--- src/rtl/dmem_write_buffer_if.sv ---
// dmem_write_buffer_if
//   Bundles the controller-side command signals and the memory-side write/read
//   port of the posted-write buffer.
//   slave  : the write buffer itself (takes CPU commands and memory ready,
//            drives stall, memory request/address/data and empty status)
//   master : the surrounding controller/memory model
// Signals
//   Cpu_Address[31:0]     byte address (only [31:2] used)
//   Cpu_WriteData[31:0]   lane-aligned store data
//   Cpu_WriteEnable[3:0]  per-byte store enables, 0 = no store
//   Cpu_ReadEnable        load request
//   Drain                 barrier: empty the buffer before proceeding
//   Stall                 controller must hold its current command
//   Mem_Address[29:0]     word address to memory
//   Mem_WriteData[31:0]   head-entry data
//   Mem_WriteEnable[3:0]  head-entry byte enables
//   Mem_WriteReq          head-entry write valid
//   Mem_WriteReady        memory accepts the write this cycle
//   Mem_ReadEnable        load forwarded to memory
//   Empty                 no entries queued
interface dmem_write_buffer_if;
   logic [31:0] Cpu_Address;
   logic [31:0] Cpu_WriteData;
   logic [3:0]  Cpu_WriteEnable;
   logic        Cpu_ReadEnable;
   logic        Drain;
   logic        Stall;
   logic [29:0] Mem_Address;
   logic [31:0] Mem_WriteData;
   logic [3:0]  Mem_WriteEnable;
   logic        Mem_WriteReq;
   logic        Mem_WriteReady;
   logic        Mem_ReadEnable;
   logic        Empty;

   modport slave (
      input  Cpu_Address, Cpu_WriteData, Cpu_WriteEnable, Cpu_ReadEnable,
             Drain, Mem_WriteReady,
      output Stall, Mem_Address, Mem_WriteData, Mem_WriteEnable,
             Mem_WriteReq, Mem_ReadEnable, Empty
   );

   modport master (
      output Cpu_Address, Cpu_WriteData, Cpu_WriteEnable, Cpu_ReadEnable,
             Drain, Mem_WriteReady,
      input  Stall, Mem_Address, Mem_WriteData, Mem_WriteEnable,
             Mem_WriteReq, Mem_ReadEnable, Empty
   );
endinterface

--- src/rtl/dmem_write_buffer.sv ---
// dmem_write_buffer
//   Posted-write buffer between the data memory controller and the memory port.
//   Byte-enabled stores are queued so the pipeline does not wait for write
//   acceptance; a store to the newest queued word merges into it; entries
//   drain in FIFO order; loads bypass the queue and have bus priority.
//   Stall is raised on a load hitting a queued word, on a store that finds the
//   buffer full with no merge possible, and on Drain while entries remain.
// Ports
//   clock : rising-edge clock
//   reset : asynchronous active-high reset, discards all queued stores
//   bus   : dmem_write_buffer_if.slave (CPU command side and memory side)
// Parameters
//   DEPTH : number of entries (power of two, >= 2)
//   PTR_W : log2(DEPTH)
module dmem_write_buffer #(
   parameter int unsigned DEPTH = 4,
   parameter int unsigned PTR_W = 2
) (
   input  logic                 clock,
   input  logic                 reset,
   dmem_write_buffer_if.slave   bus
);

   logic [29:0]    r_addr  [DEPTH];
   logic [31:0]    r_data  [DEPTH];
   logic [3:0]     r_be    [DEPTH];
   logic [DEPTH-1:0] r_valid;
   logic [PTR_W-1:0] r_head;
   logic [PTR_W-1:0] r_tail;
   logic [PTR_W:0]   r_count;

   logic [29:0]      w_cpu_word;
   logic [PTR_W-1:0] w_tail_m1;
   logic             w_empty;
   logic             w_full;
   logic             w_store;
   logic             w_conflict;
   logic             w_addr_hits_tail;
   logic             w_full_stall;
   logic             w_stall;
   logic             w_read;
   logic             w_write_req;
   logic             w_pop;
   logic             w_merge;
   logic             w_push;
   logic [1:0]       w_unused_addr_lsb;

   assign w_cpu_word        = bus.Cpu_Address[31:2];
   assign w_unused_addr_lsb = bus.Cpu_Address[1:0];
   assign w_tail_m1         = r_tail - PTR_W'(1);
   assign w_empty           = (r_count == '0);
   assign w_full            = (r_count == (PTR_W+1)'(DEPTH));
   assign w_store           = |bus.Cpu_WriteEnable;

   always_comb begin
      w_conflict = 1'b0;
      for (int unsigned i = 0; i < DEPTH; i++) begin
         if (r_valid[i] && (r_addr[i] == w_cpu_word)) begin
            w_conflict = 1'b1;
         end
      end
      w_conflict = w_conflict & bus.Cpu_ReadEnable;
   end

   // Address match against the newest entry, evaluated without the pop term so
   // the full-stall path does not loop through the memory handshake. At full
   // the count==1 pop exclusion can never apply since DEPTH >= 2.
   assign w_addr_hits_tail = !w_empty && (r_addr[w_tail_m1] == w_cpu_word);
   assign w_full_stall     = w_store && w_full && !w_addr_hits_tail;

   assign w_stall     = w_conflict || w_full_stall || (bus.Drain && !w_empty);
   assign w_read      = bus.Cpu_ReadEnable && !w_stall;
   assign w_write_req = !w_empty && !w_read;
   assign w_pop       = w_write_req && bus.Mem_WriteReady;

   // A sole entry leaving this cycle cannot absorb a merge; push a new one.
   assign w_merge = w_store && !w_stall && w_addr_hits_tail &&
                    !((r_count == (PTR_W+1)'(1)) && w_pop);
   assign w_push  = w_store && !w_stall && !w_merge;

   assign bus.Stall           = w_stall;
   assign bus.Mem_ReadEnable  = w_read;
   assign bus.Mem_WriteReq    = w_write_req;
   assign bus.Mem_Address     = w_read ? w_cpu_word : r_addr[r_head];
   assign bus.Mem_WriteData   = r_data[r_head];
   assign bus.Mem_WriteEnable = r_be[r_head];
   assign bus.Empty           = w_empty;

   always_ff @(posedge clock or posedge reset) begin
      if (reset) begin
         r_head  <= '0;
         r_tail  <= '0;
         r_count <= '0;
         r_valid <= '0;
         for (int unsigned i = 0; i < DEPTH; i++) begin
            r_addr[i] <= '0;
            r_data[i] <= '0;
            r_be[i]   <= '0;
         end
      end else begin
         if (w_pop) begin
            r_valid[r_head] <= 1'b0;
            r_head          <= r_head + PTR_W'(1);
         end
         // Push and pop never target the same slot: equal pointers imply
         // empty (no pop) or full (no push).
         if (w_push) begin
            r_valid[r_tail] <= 1'b1;
            r_addr[r_tail]  <= w_cpu_word;
            r_data[r_tail]  <= bus.Cpu_WriteData;
            r_be[r_tail]    <= bus.Cpu_WriteEnable;
            r_tail          <= r_tail + PTR_W'(1);
         end
         if (w_merge) begin
            for (int unsigned b = 0; b < 4; b++) begin
               if (bus.Cpu_WriteEnable[b]) begin
                  r_data[w_tail_m1][8*b +: 8] <= bus.Cpu_WriteData[8*b +: 8];
               end
            end
            r_be[w_tail_m1] <= r_be[w_tail_m1] | bus.Cpu_WriteEnable;
         end
         unique case ({w_push, w_pop})
            2'b10:   r_count <= r_count + (PTR_W+1)'(1);
            2'b01:   r_count <= r_count - (PTR_W+1)'(1);
            default: r_count <= r_count;
         endcase
      end
   end

endmodule
--- src/flat_wrapper.sv ---
// flat-port wrapper written by rule: the top's interface ports become plain ports
module dmem_write_buffer_flat 
#(
   parameter int unsigned DEPTH = 4,
   parameter int unsigned PTR_W = 2
)
  (clock, reset, bus_Cpu_Address, bus_Cpu_WriteData, bus_Cpu_WriteEnable, bus_Cpu_ReadEnable, bus_Drain, bus_Mem_WriteReady, bus_Stall, bus_Mem_Address, bus_Mem_WriteData, bus_Mem_WriteEnable, bus_Mem_WriteReq, bus_Mem_ReadEnable, bus_Empty);
  dmem_write_buffer_if bus_i ();
  input  logic clock;
  input  logic reset;
  input wire logic [$bits(bus_i.Cpu_Address)-1:0] bus_Cpu_Address;
  input wire logic [$bits(bus_i.Cpu_WriteData)-1:0] bus_Cpu_WriteData;
  input wire logic [$bits(bus_i.Cpu_WriteEnable)-1:0] bus_Cpu_WriteEnable;
  input wire logic [$bits(bus_i.Cpu_ReadEnable)-1:0] bus_Cpu_ReadEnable;
  input wire logic [$bits(bus_i.Drain)-1:0] bus_Drain;
  input wire logic [$bits(bus_i.Mem_WriteReady)-1:0] bus_Mem_WriteReady;
  output wire logic [$bits(bus_i.Stall)-1:0] bus_Stall;
  output wire logic [$bits(bus_i.Mem_Address)-1:0] bus_Mem_Address;
  output wire logic [$bits(bus_i.Mem_WriteData)-1:0] bus_Mem_WriteData;
  output wire logic [$bits(bus_i.Mem_WriteEnable)-1:0] bus_Mem_WriteEnable;
  output wire logic [$bits(bus_i.Mem_WriteReq)-1:0] bus_Mem_WriteReq;
  output wire logic [$bits(bus_i.Mem_ReadEnable)-1:0] bus_Mem_ReadEnable;
  output wire logic [$bits(bus_i.Empty)-1:0] bus_Empty;
  assign bus_i.Cpu_Address = bus_Cpu_Address;
  assign bus_i.Cpu_WriteData = bus_Cpu_WriteData;
  assign bus_i.Cpu_WriteEnable = bus_Cpu_WriteEnable;
  assign bus_i.Cpu_ReadEnable = bus_Cpu_ReadEnable;
  assign bus_i.Drain = bus_Drain;
  assign bus_i.Mem_WriteReady = bus_Mem_WriteReady;
  assign bus_Stall = bus_i.Stall;
  assign bus_Mem_Address = bus_i.Mem_Address;
  assign bus_Mem_WriteData = bus_i.Mem_WriteData;
  assign bus_Mem_WriteEnable = bus_i.Mem_WriteEnable;
  assign bus_Mem_WriteReq = bus_i.Mem_WriteReq;
  assign bus_Mem_ReadEnable = bus_i.Mem_ReadEnable;
  assign bus_Empty = bus_i.Empty;
  dmem_write_buffer #(.DEPTH(DEPTH), .PTR_W(PTR_W)) u_core (.clock(clock), .reset(reset), .bus(bus_i));
endmodule
--- config.mk ---
export PLATFORM = sky130hd
export DESIGN_NAME = dmem_write_buffer_flat
export DESIGN_NICKNAME = d
export VERILOG_FILES = /design/src/rtl/dmem_write_buffer_if.sv /design/src/rtl/dmem_write_buffer.sv /design/src/flat_wrapper.sv
export SDC_FILE = /design/constraint.sdc
export NUM_CORES = 1
export LEC_CHECK = 0
export CAP_MARGIN = 20
export CORE_ASPECT_RATIO = 0.7
export CORE_MARGIN = 5
export CORE_UTILIZATION = 46
export CTS_CLUSTER_DIAMETER = 100
export DETAILED_ROUTE_END_ITERATION = 8
export HOLD_SLACK_MARGIN = 0.02
export PLACE_DENSITY = 0.69
export SLEW_MARGIN = 20
export SYNTH_ARGS = -nofsm -noshare
export SYNTH_HDL_FRONTEND = slang
export SYNTH_SLANG_ARGS = --single-unit
--- constraint.sdc ---
create_clock -name clock -period 9.95 [get_ports clock]
set_clock_uncertainty 0.15 [all_clocks]
set_input_delay 2.4875 -clock clock [delete_from_list [all_inputs] [get_ports clock]]
set_output_delay 2.4875 -clock clock [all_outputs]
set_load 0.005 [all_outputs]
==> After elaboration in Yosys (flattened, before gate mapping) <==
Index checks and enable logic that the tools add are counted.
{ "op_classes": {"n_addsub": 5, "magnitude_cmp": 9, "eq_ne": 9, "n_mux": 62, "n_bitwise": 8, "reduce_logical": 31} }
{ "ops": {"columns": ["operator", "n"], "rows": [
  ["two-way mux 128 bit", 9],
  ["bitwise mux 128 bit", 5],
  ["demux 32 bit (select 2 bit)", 5],
  ["two-way mux 30 bit", 6],
  ["equality test 30 bit", 5],
  ["two-way mux 32 bit", 4],
  ["binary-select mux 30 bit (select 2 bit)", 2],
  ["bitwise mux 120 bit", 1],
  ["binary-select mux 32 bit (select 2 bit)", 1],
  ["demux 30 bit (select 2 bit)", 1],
  ["two-way mux 16 bit", 3],
  ["bitwise mux 16 bit", 2],
  ["two-way mux 4 bit", 8],
  ["two-way mux 24 bit", 1],
  ["logical AND 1 bit", 20],
  ["binary-select mux 4 bit (select 2 bit)", 2],
  ["demux 4 bit (select 2 bit)", 2],
  [">= comparator 3 bit, second input constant", 3],
  ["inverter 2 -> 3 bit", 3],
  ["two-way mux 8 bit", 1],
  ["OR 4 bit", 2],
  ["zero test 1 bit", 6],
  ["< comparator 2 x 3 -> 1 bit, second input constant", 2],
  ["< comparator 3 x 1 -> 1 bit, second input constant", 2],
  ["19 further kinds", 28]
]} }
{ "totals": {"ff_bits": 275, "input_bits": 73, "elab_cells": 140} }

==> Longest topological paths before layout <==
Gate-level depths: netlist (run 1).
{ "depth": {"ltp_word": 34, "mapped_depth": 20} }

==> Worst setup path after synthesis (run 1) <==
Ideal clock, no wire load.
{ "synth_path": {"path_kind": "input port to output port", "from": "in bus_Cpu_Address[12]", "to": "out bus_Mem_Address[0]", "arrival_time_ns": 4.981, "required_time_ns": 7.312, "path_slack_ns": 2.332, "stages": 12, "cell_sequence": "clkbuf_1 xor2_1 nor4_1 nor2_1 a211oi_1 o2111ai_1 or3_1 buf_2 a31oi_1 o21ai_1 clkbuf_1 mux2_2"} }
{ "synth_via": {"elab_chain_len": 12, "elab_cells_between_ends": 22, "classes_between": "5 x eq/ne; 5 x mux; 1 x bitwise; 11 x reduce/logical"} }
{ "synth_rtl": {"columns": ["element", "line_no", "text"], "rows": [
  ["start: declaration", "flat_wrapper.sv:11", "input wire logic [$bits(bus_i.Cpu_Address)-1:0] bus_Cpu_Address;"],
  ["equality test 30 bit", "dmem_write_buffer.sv:58", "if (r_valid[i] && (r_addr[i] == w_cpu_word)) begin"],
  ["logical AND 1 bit", "dmem_write_buffer.sv:58", null],
  ["two-way mux 1 bit (4 in a row)", "dmem_write_buffer.sv:58", null],
  ["AND 1 bit", "dmem_write_buffer.sv:62", "w_conflict = w_conflict & bus.Cpu_ReadEnable;"],
  ["logical OR 1 bit (*) (2 in a row)", "dmem_write_buffer.sv:71", "assign w_stall = w_conflict || w_full_stall || (bus.Drain && !w_empty);"],
  ["zero test 1 bit (*)", "dmem_write_buffer.sv:72", "assign w_read = bus.Cpu_ReadEnable && !w_stall;"],
  ["logical AND 1 bit (*)", "dmem_write_buffer.sv:72", null],
  ["two-way mux 30 bit (*)", "dmem_write_buffer.sv:84", "assign bus.Mem_Address = w_read ? w_cpu_word : r_addr[r_head];"],
  ["end: declaration", "flat_wrapper.sv:18", "output wire logic [$bits(bus_i.Mem_Address)-1:0] bus_Mem_Address;"]
]} }
Every way passes the cells marked *; elsewhere a longest branch is shown, timed or not.

==> Worst setup path after layout (run 1) <==
{ "layout_path": {"from": "in bus_Cpu_Address[12]", "to": "out bus_Mem_Address[4]"} }
Same word-level chain as after synthesis.

==> results.cfg, run 1 <==
[run_status]
status = complete, no violations

[hold_path]
hold_path_class = reg -> reg
holdCritStartpoint = u_core.r_data[38]$_DFF_PP0_
whs_path_depth = 1
min_to = u_core.r_data[38]$_DFF_PP0_

[synthesis]
synth_nets = 1207
synthAdderAreaFrac_pct = 1.114
netlist_area_um2 = 15730
yosys.area.top_type = dfrtp_1
avgSynthCellArea_um2 = 14.04
synth_top_family_by_area = multiplexers
synthTopCellsByCount = 275 x dfrtp_1, 186 x mux2_2, 100 x xor2_1
synth_top_area_share_pct = 43.76
synth_area_leaders = dfrtp_1 44%, mux2_2 13%, mux4_2 11%, mux2_4 9.3%, xor2_1 5.6%
async_flop_share_pct = 100.0
synth_edf_count = 0
synth-main-ff-cell = dfrtp_1
synth.mux.area_fraction_pct = 37.17
synth_cells = 1120
synth_xor_area_share_pct = 7.463
synth-simple-area-share_pct = 3.732
synth.distinct_cells = 54
yosysSeqAreaShare_pct = 43.76
synthMostInstantiatedCell = dfrtp_1
ys_ff_latch = 275
synth_compound_area_share_pct = 2.841
synth_warnings = 0

[global_routing]
grt_usage_pct = 20.79
grt_max_degree = 175
grt_pass1_vias = 10270
grt_overflow = 0
grt_pass1_wl_um = 62260
antenna_found_initial = 0

[setup_path]
crit_type = in -> out
rr_endpoint = u_core.r_data[127]$_DFF_PP0_
critical_path.most_common_cell = clkdlybuf4s50_1
cp-start-kind = primary input
r2r_slack_ns = 4.03
worst_path_largest_cell_delay_ns = 0.60
cp-end-kind = output pin
critical_path.max_fanout = 24
ff2ff_path_depth = 13
cpMaxStageDelayCell = clkdlybuf4s50_1
crit_required_ns = 7.31
path_cells = clkdlybuf4s50_1, xor2_1, nor4_1, buf_4, nor2_1, a211oi_1, o2111ai_1, or3_1, a31oi_1, o21ai_4, buf_12, mux2_2, clkdlybuf4s50_1
cp_data_arrival_time_ns = 6.61
regToRegStartpoint = u_core.r_tail[0]$_DFFE_PP0N_

[timing]
relSlewSlack_pct = 33.16
fin_ws_ns = 0.7056
hold_viol = 0
drv_slew = 0
finalWorstPathRequiredPeriod_ns = 9.244
setup_viol = 0
setup-tns-final_ns = 0
fmax_mhz = 108.2
rsz0062_at_grt = no
period_share_pct = 92.91
worstMarginPinSlew_ns = 1.003

[drt]
wl_per_cell_um = 23.71
drtPass1Iterations = 5
drt_drc_violations_left = 0
drtIter0Drc = 687
dr_total_vias = 9661
ant_nets = 0
wirelength_um = 39620
viasPerCell = 5.782

[finish]
register_area_um2 = 6889
fin_nets = 1303
multiInputGateArea_um2 = 8265
drive_gt1_share_pct = 35.52
num-fill-cells = 2790
antenna_cells = 0
areaGrowthSynthToFinish_pct = 16.57

[cts]
post_cts_resized = 0
cts_tree = yes
clk_latency_ns = 0.56
ctsLongestPathBuffers = 3
cts_buffers = 28
htreeDepth = 1
clkTransAtPathRegs_ns = 0.06
clockRootBuffer = clkbuf_16
clock_sinks = 275
cts_hold_buf = 0
post_cts.repair.setup_buffers = 0

[die]
core_area_um2 = 33630
die-width_um = 231.0
io_pins = 143
initial_core_util_pct = 46.76
die_height_um = 164.7
dieArea_um2 = 38040
num_rows = 56

[job]
cap_violations = 0

[power]
p_per_area_nw_per_um2 = 378.3
power.leakage_nw = 7.700
ir_drop_v = 0.0001569

[placement]
dpl.hpwl_um = 26500
place.gp.congestion = 0.9051
place_ws_ns = 0.7861
port_buffers = 140
## worst max-delay path by stage
stage                        start                  end  slack, ns  cells past startpoint
2_1_floorplan  bus_Cpu_Address[12]   bus_Mem_Address[0]       2.33                     12
3_3_place_gp   bus_Cpu_Address[10]  bus_Mem_Address[25]       0.86                     13
3_5_place_dp   bus_Cpu_Address[12]  bus_Mem_Address[25]       0.79                     13
4_1_cts        bus_Cpu_Address[12]  bus_Mem_Address[25]       0.76                     13
5_1_grt        bus_Cpu_Address[12]  bus_Mem_Address[25]       0.54                     13
6_report       bus_Cpu_Address[12]   bus_Mem_Address[4]       0.71                     13
## cell type report
cell class	count	area share (%)
well taps	435	2.969
clock inverters	13	0.8737
flip-flops and latches	275	37.58
inverters	20	0.4300
clock buffers	37	4.334
multi-input cells	728	45.09
repair buffers	163	8.723
## where the power goes
| part | internal [mW] | total (mW) | switching (mW) | leakage, nW |
|---|---|---|---|---|
| Combinational | 2.18 | 3.59 | 1.40 | 3.98 |
| Sequential | 1.71 | 2.25 | 0.546 | 3.26 |
| Clock | 0.639 | 1.09 | 0.453 | 0.469 |
## placed cells by master (no fill, tap or decap), drive strengths merged, types with 4 or more instances in the layout
cell type,count
o21ai,14
clkdlybuf4s50,140
dfrtp,275
nor4,31
a21oi,4
buf,23
mux2i,51
nor2,15
ha,14
nand2,18
inv,19
a21o,16
mux4,78
nand3,8
nand4,12
clkbuf,37
clkinv,8
xnor2,34
nor3,6
xor2,100
mux2,284
## cells by family after synthesis
| logic type | after synthesis |
|---|---|
| mux | 413 |
| flops | 275 |
| xor+xnor | 134 |
| buf+inv | 117 |
| simple gates | 105 |
| compound gates | 62 |
| fa+ha+maj | 14 |
## registers in the layout (all words and copies together) (netlist names)
register        cells
u_core.r_head       2
u_core.r_be        16
u_core.r_count      3
u_core.r_valid      4
u_core.r_tail       2
u_core.r_addr     120
u_core.r_data     128
## worst max-delay path, delay by kind of cell
| kind | cells | cell delay (ns) |
|---|---|---|
| buffers and inverters | 4 | 1.59 |
| AOI/OAI and AO/OA | 4 | 1.12 |
| and+or+nand+nor | 3 | 0.89 |
| muxes | 1 | 0.26 |
| xor gates and xnor gates | 1 | 0.23 |
## routing by layer
| metal | vias to the layer above | global-route usage, % | share of wire, % |
|---|---|---|---|
| li1 | 4331 | - | - |
| met1 | 5032 | 31.57 | 48 |
| met2 | 254 | 31.19 | 44 |
| met3 | 44 | 4.417 | 6.1 |
| met4 | 0 | 4.050 | 1.9 |
| met5 | - | 0 | 0 |
## per-stage QoR
stage               cell area [um2]  hold slack, ns  power [mW]  cells  util, %
global route                  18330          0.3700       7.353   1671    54.51
floorplan                     15730          0.3157       4.643   1120        -
global placement              17380          0.3341       5.779   1621    51.67
detailed placement            17380          0.3400       5.855   1621    51.67
finish                        18330          0.3512       6.935   1671    54.51
CTS                           18330          0.3545       6.993   1671    54.51
No activity file was read; power rests on OpenSTA's default activity.
==> inputs of run 2 (changes only) <==
--- a/config.mk
+++ b/config.mk
@@ -12,7 +12,7 @@
 export CTS_CLUSTER_DIAMETER = 100
 export DETAILED_ROUTE_END_ITERATION = 8
 export HOLD_SLACK_MARGIN = 0.02
-export PLACE_DENSITY = 0.69
+export PLACE_DENSITY = 0.66
 export SLEW_MARGIN = 20
 export SYNTH_ARGS = -nofsm -noshare
 export SYNTH_HDL_FRONTEND = slang
==> constraint.sdc (replaced) <==
create_clock -name clock -period 8.8 [get_ports clock]
set_clock_uncertainty 0.15 [all_clocks]
set_input_delay 2.2 -clock clock [delete_from_list [all_inputs] [get_ports clock]]
set_output_delay 2.2 -clock clock [all_outputs]
set_load 0.005 [all_outputs]
==> run 2 against run 1 <==
- die area unchanged
- final cell count up 0.96%
- non-clock buffer count up 14
- critical path type unchanged
- largest power group unchanged
- largest cell class unchanged
- combinational power up 13%
- highest routed layer unchanged
==> results.cfg, run 2 (synthesis gave the netlist of run 1 again) <==
[cts]
htreeDepth = 1
cts_hold_buf = 0
post_cts_resized = 0
clkTransAtPathRegs_ns = 0.06
cts_tree = yes
post_cts.repair.setup_buffers = 0
clockRootBuffer = clkbuf_16
clock_sinks = 275
ctsLongestPathBuffers = 3
clk_latency_ns = 0.56
cts_buffers = 29

[drt]
drt_drc_violations_left = 0
drtPass1Iterations = 5
drtIter0Drc = 624
viasPerCell = 5.781
dr_total_vias = 9752
ant_nets = 0
wl_per_cell_um = 23.62
wirelength_um = 39850

[finish]
layout_commonest_cell = dfrtp_1
top_regs = u_core.r_data (128), u_core.r_addr (120), u_core.r_be (16)
max_flop_register = u_core.r_data
largest_reg_flops = 128
final_util_pct = 54.96
layout_common_cells = 273 x dfrtp_1, 186 x mux2_2, 140 x clkdlybuf4s50_1
num-fill-cells = 2840
fin_nets = 1318
drive_gt1_share_pct = 36.26
antenna_cells = 0
finalInstanceArea_um2 = 18480
areaGrowthSynthToFinish_pct = 17.54

[placement]
port_buffers = 140
place.gp.congestion = 0.8446
placed_area_um2 = 17480
place_ws_ns = 0.2960
dpl.hpwl_um = 26920

[power]
pwr-share-clk_pct = 16.3
p_sw_mw = 2.718
combPwrFrac_pct = 51.4
p_sw_share_pct = 34.39
ir_drop_v = 0.0002290
p_per_area_nw_per_um2 = 427.7
power.leakage_nw = 7.801
power.internal_mw = 5.187
power_mw = 7.905
seqPwrFrac_pct = 32.3

[setup_path]
cp_data_arrival_time_ns = 6.25
crit_type = in -> out
cpMaxStageDelayCell = nor4_1
critical_path.max_fanout = 24
worst_path_largest_cell_delay_ns = 0.76
cp-end-kind = output pin
crit_required_ns = 6.45
critical_path.most_common_cell = clkdlybuf4s50_1
cp-start-kind = primary input
cp_top_family = simple AND/OR/NAND/NOR gates
path_cells = clkdlybuf4s50_1, xor2_1, nor4_1, nand3_1, o211ai_1, o31ai_1, or3_1, a31oi_1, o21ai_4, buf_12, mux2_2, clkdlybuf4s50_1
cp_num_buf_inv = 3

[timing]
fmax_mhz = 116.3
setup_viol = 0
period_share_pct = 97.75
drv_slew = 0
fin_ws_ns = 0.1983
setup-tns-final_ns = 0
hold_viol = 0
worstMarginPinSlew_ns = 1.041
relSlewSlack_pct = 29.96
finalWorstPathRequiredPeriod_ns = 8.602
rsz0062_at_grt = no

[global_routing]
grt_overflow = 0
grt_pass1_wl_um = 62170
antenna_found_initial = 0
grt_pass1_vias = 10290
grt_usage_pct = 20.85
grt_max_degree = 120

[die]
core_area_um2 = 33630
initial_core_util_pct = 46.76
die_height_um = 164.7
dieArea_um2 = 38040
num_rows = 56
io_pins = 143
die-width_um = 231.0

[run_status]
status = complete, no violations

[job]
cap_violations = 0

[hold_path]
hold_path_class = reg -> reg
run 2: path summary, 6_finish.rpt:
check	startpoint	to	slack (ns)	cells after the start
max	bus_Cpu_Address[14]	bus_Mem_Address[8]	0.20	12
min	u_core.r_data[97]$_DFF_PP0_	u_core.r_data[97]$_DFF_PP0_	0.35	1
max reg2reg	u_core.r_tail[0]$_DFFE_PP0N_	u_core.r_data[26]$_DFF_PP0_	2.76	12
min reg2reg	u_core.r_data[97]$_DFF_PP0_	u_core.r_data[97]$_DFF_PP0_	0.35	1
max in group asynchronous	reset	u_core.r_head[0]$_DFFE_PP0N_	4.93	3
min in group asynchronous	reset	u_core.r_addr[58]$_DFFE_PP0P_	2.02	2
run 2: area by class of cell:
cell class                      count  area, um2  share of cell area, %
Tap cell                          435      544.3                  2.945
Clock inverter                      9      123.9                 0.6701
Sequential cell                   275       6889                  37.27
Clock buffer                       43      878.3                  4.752
Timing Repair Buffer              177       1704                  9.219
Inverter                           20      78.83                 0.4265
Multi-Input combinational cell    728       8265                  44.72
run 2: power by group through the flow:
| stage | Combinational (mW) | Clock (mW) | Sequential, mW |
|---|---|---|---|
| finish | 4.06 | 1.29 | 2.55 |
| global route | 4.35 | 1.38 | 2.65 |
| CTS | 4.11 | 1.32 | 2.55 |
| detailed placement | 4.08 | 0 | 2.56 |
| global placement | 4.04 | 0 | 2.53 |
| floorplan | 2.95 | 0 | 2.30 |
run 2: metal layers:
layer | vias up | track usage, % | part of all wire, %
met5 | - | 0 | 0
met4 | 0 | 2.781 | 1.3
li1 | 4354 | - | -
met2 | 237 | 31.57 | 44
met3 | 40 | 4.881 | 5.9
met1 | 5121 | 31.63 | 49
run 2: through the flow:
| stage | hold slack [ns] | instances |
|---|---|---|
| 2_1_floorplan | 0.3157 | 1120 |
| 3_3_place_gp | 0.3342 | 1635 |
| 3_5_place_dp | 0.3381 | 1635 |
| 4_1_cts | 0.3574 | 1687 |
| 5_1_grt | 0.3677 | 1687 |
| 6_report | 0.3521 | 1687 |
